### config.mk
export PLATFORM = sky130hd
export DESIGN_NAME = escalonador_esteira
export DESIGN_NICKNAME = d
export VERILOG_FILES = /design/src/rtl/esteira_pkg.sv /design/src/rtl/temporizador_avanco.sv /design/src/rtl/escalonador_esteira.sv
export SDC_FILE = /design/constraint.sdc
export NUM_CORES = 1
export LEC_CHECK = 0
export BUFFER_PORTS_ARGS = -buffer_cell sky130_fd_sc_hd__buf_2
export CORE_MARGIN = 1.5
export CORE_UTILIZATION = 51
export DETAILED_ROUTE_END_ITERATION = 16
export PLACE_DENSITY = 0.73
export SLEW_MARGIN = 15
export SYNTH_ARGS = -nofsm -noshare
export SYNTH_HDL_FRONTEND = slang
export SYNTH_SLANG_ARGS = --single-unit
### constraint.sdc
create_clock -name clk -period 3.4 [get_ports clk]
set_input_delay 0 -clock clk [delete_from_list [all_inputs] [get_ports clk]]
set_output_delay 0 -clock clk [all_outputs]
set_load 0.01 [all_outputs]
### src/rtl/esteira_pkg.sv
// Shared definitions for the bottling-line belt scheduler: state encodings,
// station indices and a small state-classification helper.
package esteira_pkg;

  typedef enum logic [2:0] {
    IDLE   = 3'b000,
    OPERAR = 3'b001,
    SAIR   = 3'b010,
    CHEGAR = 3'b011,
    ALARME = 3'b100
  } estado_t;

  localparam int ENCH  = 0;
  localparam int CQ    = 1;
  localparam int LACRE = 2;

  // True while the belt is being advanced (motor requested).
  function automatic logic movendo(input estado_t e);
    return (e == SAIR) || (e == CHEGAR);
  endfunction

endpackage

### src/rtl/temporizador_avanco.sv
// Belt-advance watchdog: counts ticks while enabled and flags when the
// advance has taken TIMEOUT_TICKS ticks.
module temporizador_avanco #(
  parameter int TIMEOUT_TICKS = 200,
  parameter int W_TMO         = 8
) (
  input  logic clk,
  input  logic Reset,
  input  logic tick,
  input  logic clr,
  input  logic en,
  output logic expirou
);

  localparam logic [W_TMO-1:0] LIMITE = W_TMO'(TIMEOUT_TICKS - 1);
  localparam logic [W_TMO-1:0] UM     = W_TMO'(1);

  logic [W_TMO-1:0] cnt_r;

  // Tick counter; saturates so a stuck enable never wraps back below the limit.
  always_ff @(posedge clk) begin
    if (!Reset) begin
      cnt_r <= '0;
    end else if (tick) begin
      if (clr) begin
        cnt_r <= '0;
      end else if (en && (cnt_r != '1)) begin
        cnt_r <= cnt_r + UM;
      end else begin
        cnt_r <= cnt_r;
      end
    end else begin
      cnt_r <= cnt_r;
    end
  end

  // Expiry fires on the tick whose increment would reach TIMEOUT_TICKS.
  assign expirou = en & (cnt_r >= LIMITE);

endmodule

### src/rtl/escalonador_esteira.sv
// Belt scheduler: grants the three stations, advances the belt once all
// occupied stations are done, tracks occupancy and raises a stall alarm.
module escalonador_esteira
  import esteira_pkg::*;
#(
  parameter int TIMEOUT_TICKS = 200,
  parameter int W_TMO         = 8
) (
  input  logic       clk,
  input  logic       Reset,
  input  logic       tick,
  input  logic       Start,
  input  logic       Nova_Garrafa,
  input  logic [2:0] Fim_Estacao,
  input  logic       Descarte,
  input  logic       Sensor_Ativado,
  output logic       Comando_Mover_Esteira,
  output logic [2:0] Grant,
  output logic [2:0] Ocupacao,
  output logic       Garrafa_Saiu,
  output logic       Alarme_Timeout,
  output logic [2:0] Estado
);

  estado_t    state_r, state_nxt_s;
  logic [2:0] ocup_r, ocup_nxt_s;
  logic [2:0] feito_r, feito_nxt_s;
  logic       rej_r, rej_nxt_s;
  logic       saiu_nxt_s;
  logic [2:0] grant_r, grant_nxt_s;
  logic       mover_r, mover_nxt_s;
  logic       alarme_r, alarme_nxt_s;
  logic       saiu_r;
  logic       expirou_s, clr_s, en_s;

  assign en_s  = movendo(state_r);
  assign clr_s = (state_r == OPERAR) && (state_nxt_s == SAIR);

  temporizador_avanco #(
    .TIMEOUT_TICKS(TIMEOUT_TICKS),
    .W_TMO        (W_TMO)
  ) u_tmr (
    .clk    (clk),
    .Reset  (Reset),
    .tick   (tick),
    .clr    (clr_s),
    .en     (en_s),
    .expirou(expirou_s)
  );

  // State and line bookkeeping registers, updated only on tick.
  always_ff @(posedge clk) begin
    if (!Reset) begin
      state_r <= IDLE;
      ocup_r  <= 3'b000;
      feito_r <= 3'b000;
      rej_r   <= 1'b0;
    end else if (tick) begin
      state_r <= state_nxt_s;
      ocup_r  <= ocup_nxt_s;
      feito_r <= feito_nxt_s;
      rej_r   <= rej_nxt_s;
    end else begin
      state_r <= state_r;
      ocup_r  <= ocup_r;
      feito_r <= feito_r;
      rej_r   <= rej_r;
    end
  end

  // Next-state and bookkeeping logic; grant_r mirrors the live grant in OPERAR.
  always_comb begin
    state_nxt_s = state_r;
    ocup_nxt_s  = ocup_r;
    feito_nxt_s = feito_r;
    rej_nxt_s   = rej_r;
    saiu_nxt_s  = 1'b0;
    case (state_r)
      IDLE: begin
        if (Start) state_nxt_s = OPERAR;
        else       state_nxt_s = IDLE;
      end
      OPERAR: begin
        feito_nxt_s = feito_r | (Fim_Estacao & grant_r);
        if (Fim_Estacao[CQ] && grant_r[CQ]) rej_nxt_s = Descarte;
        else                                rej_nxt_s = rej_r;
        if (!Start && (ocup_r == 3'b000)) begin
          state_nxt_s = IDLE;
        end else if ((grant_r == 3'b000) && ((ocup_r != 3'b000) || Nova_Garrafa)) begin
          state_nxt_s = SAIR;
        end else begin
          state_nxt_s = OPERAR;
        end
      end
      SAIR: begin
        if (expirou_s)            state_nxt_s = ALARME;
        else if (!Sensor_Ativado) state_nxt_s = CHEGAR;
        else                      state_nxt_s = SAIR;
      end
      CHEGAR: begin
        if (expirou_s) begin
          state_nxt_s = ALARME;
        end else if (Sensor_Ativado) begin
          // A bottle rejected at CQ is dropped instead of moving to lacre.
          ocup_nxt_s  = {ocup_r[CQ] & ~rej_r, ocup_r[ENCH], Nova_Garrafa};
          feito_nxt_s = 3'b000;
          rej_nxt_s   = 1'b0;
          saiu_nxt_s  = ocup_r[LACRE];
          state_nxt_s = OPERAR;
        end else begin
          state_nxt_s = CHEGAR;
        end
      end
      ALARME: begin
        state_nxt_s = ALARME;
      end
      default: begin
        state_nxt_s = IDLE;
        ocup_nxt_s  = 3'b000;
        feito_nxt_s = 3'b000;
        rej_nxt_s   = 1'b0;
      end
    endcase
  end

  // Output decode from the next state so the registered outputs track Estado.
  always_comb begin
    if (state_nxt_s == OPERAR) grant_nxt_s = ocup_nxt_s & ~feito_nxt_s;
    else                       grant_nxt_s = 3'b000;
    mover_nxt_s  = movendo(state_nxt_s);
    alarme_nxt_s = (state_nxt_s == ALARME);
  end

  // Registered outputs.
  always_ff @(posedge clk) begin
    if (!Reset) begin
      grant_r  <= 3'b000;
      mover_r  <= 1'b0;
      alarme_r <= 1'b0;
      saiu_r   <= 1'b0;
    end else if (tick) begin
      grant_r  <= grant_nxt_s;
      mover_r  <= mover_nxt_s;
      alarme_r <= alarme_nxt_s;
      saiu_r   <= saiu_nxt_s;
    end else begin
      grant_r  <= grant_r;
      mover_r  <= mover_r;
      alarme_r <= alarme_r;
      saiu_r   <= saiu_r;
    end
  end

  assign Comando_Mover_Esteira = mover_r;
  assign Grant                 = grant_r;
  assign Ocupacao              = ocup_r;
  assign Garrafa_Saiu          = saiu_r;
  assign Alarme_Timeout        = alarme_r;
  assign Estado                = state_r;

endmodule

==> reports/metrics.yaml <==
outcome: "finished, final reports clean"
crit_slowest_cell: "a2111oi_4"
dr.pass1.iters: 4
ys_ff_latch: 24
cp-start-kind: "register"
pre_cts_slack_ns: 1.42
seqCellArea_sq_um: 480
synth-edff-count: 0
hp-class: "input port to register"
tns_ns: 0
drc: 0
vias: 1204
async_flop_share_pct: 0
grt_pass1_wl_mm: 4.82
leakagePower_nw: 0.587
met3_usage_pct: 5.93
cts_tree: "built"
crit_type: "register to register"
port_buffers: 21
busiest_layer: "met2"
clk_path_buf_depth: 2
clock_skew_ns: 0.00349
ios: 22
setup_viol: 0
final_cell_mix: "24 x dfxtp_1, 21 x nor2_1, 21 x buf_2"
drtAntennaViolNets: 0
die_h_um: 53.1
fin_crit_sh_pct: 58.9
cts-buffers-inserted: 3
dp_hpwl_mm: 2.16
syn_inst: 150
routed_via_density: 5.93
grt.overflow.total: 0
period_needed_ns: 2.00
worstPathArrival_ns: 2.28
core_area_sq_mm: 0.00230
routed_wl_mm: 2.99
fmax_mhz: 499
crit_fanout: 7
yosysWarnings: 0
place_congestion: 0.861
tightest_slew_ns: 0.555
powerDensity_mw_per_mm2: 376
slew_violations: 0
required_ns: 3.68
synthDistinctLibCells: 42
power_mw: 0.564
track_usage_pct: 23.5
htreeDepth: 1
relSlewSlack_pct: 62.9
nets: 187
netlist_area_sq_mm: 0.00128
drt-initial-drc-count: 40
rows: 17
cts_root_buffer: "clkbuf_4"
cts_resized: 0
irDropWorstVdd_mv: 0.347
hold_viol: 0
syn_nets: 161
cp_cell_sequence: "ha_1, a2111oi_4, nor2_2, nor3b_4, a32o_1, a32o_2"
grt_max_degree: 22
gr-usage-met2_pct: 36.0
final_util_pct: 65.2
grt_pass1_vias: 1081
final_common_cell: "dfxtp_1"
antenna_found_initial: 0
fillers: 210
met1_usage_pct: 32.6
wl_per_cell_um: 14.7
area_growth_pct: 16.9
drive_gt1_share_pct: 20.0
grt_setup_unrepaired: "false"
cp-end-kind: "register"
start_util_pct: 55.8
multi_input_area_sq_um: 756
die_area_sq_mm: 0.00282
synth-main-ff-cell: "dfxtp_1"
cp_top_family: "compound AO/OA/AOI/OAI gates"
worst_path_largest_cell_delay_ns: 0.46
die_w_um: 53.1
crit_buf_inv: 0
syn_avg_cell_area_sq_um: 8.54
maxCapViolCount: 0
clock_sinks: 24
clk_pin_slew_ns: 0.14
diodes: 0
fin_ws_ns: 1.40
ys_seq_area_share_pct: 37.5
insertion_delay_ns: 0.32
==> metrics by stage <==
step / cell area (sq um) / cells / hold WS, ns
2_1_floorplan: 1280 / 150 / 0.122
3_3_place_gp: 1400 / 194 / 0.285
3_5_place_dp: 1400 / 194 / 0.288
4_1_cts: 1500 / 203 / 0.0506
5_1_grt: 1500 / 203 / 0.118
6_report: 1500 / 203 / 0.0627
==> synthesized netlist by cell type (all sizes together) (2+ instances only) <==
cell / n / area (sq um)
nor3: 5 / 36.3
and2: 2 / 12.5
nand4: 3 / 18.8
nor3b: 2 / 37.5
and3: 5 / 31.3
nor4: 2 / 12.5
nand2: 17 / 63.8
o21a: 2 / 15.0
o21ai: 9 / 45.0
or3: 2 / 12.5
dfxtp: 24 / 480
a32oi: 3 / 26.3
xnor2: 3 / 26.3
nand3: 6 / 30.0
a21oi: 9 / 48.8
clkbuf: 4 / 15.0
xor2: 2 / 17.5
a32o: 4 / 41.3
inv: 5 / 18.8
nor2: 22 / 85.1
a22o: 2 / 17.5
a41oi: 2 / 17.5
==> tightest hold or removal path, stage by stage <==
cell	delay (ns)
buf_2	0.10
nand2_1	0.07
nor2_1	0.05
nor2_1	0.08
nor2_1	0.05
==> logic make-up (layout without fill, tap and decap cells) <==
kind of cell    count (synthesis)  count (layout)  share of synthesized area (%)
simple gates                   68              68                           27.7
compound gates                 42              42                           26.9
flops                          24              24                           37.5
buf+inv                        10              35                           3.52
xor+xnor                        5               5                           3.42
fa+ha+maj                       1               1                          0.976
==> flip-flops by register name (all words and copies together), names as in the netlist <==
| signal | cells |
|---|---|
| feito_r | 3 |
| Alarme_Timeout | 1 |
| rej_r | 1 |
| Grant | 3 |
| Ocupacao | 3 |
| u_tmr.cnt_r | 8 |
| Comando_Mover_Esteira | 1 |
| Estado | 3 |
| Garrafa_Saiu | 1 |
==> cell type report <==
class                           instances  area share (%)
Clock buffer                            3            1.50
Clock inverter                          1            2.01
Inverter                                5            1.25
Multi-Input combinational cell        116            50.5
Sequential cell                        24            32.1
Tap cell                               28            2.34
Timing Repair Buffer                   26            10.4
==> where the power goes <==
part,internal (mW),switching (mW),total [mW]
Combinational,0.0266,0.0364,0.0631
Sequential,0.285,0.00706,0.292
Clock,0.119,0.0891,0.208
==> worst paths after layout <==
kind,cells past startpoint,end,slack [ns],startpoint
max,6,Grant[2],1.40,u_tmr.cnt_r[0]
min,5,feito_r[1],0.06,Fim_Estacao[1]
max reg2reg,6,Grant[2],1.40,u_tmr.cnt_r[0]
min reg2reg,2,Comando_Mover_Esteira,0.48,Comando_Mover_Esteira
==> routing by layer <==
metal,part of all wire (%),vias up
li1,-,602
met3,4.8,2
met1,50,563
met2,44,37
met5,0,-
met4,0.57,0
==> timing repair <==
item	4_1_cts	5_1_grt
endpoints found under the hold margin	7	0
endpoints found under the setup margin	0	0
setup buffers	0	0
hold buffers	5	0
No activity file was read; power rests on OpenSTA's default activity.
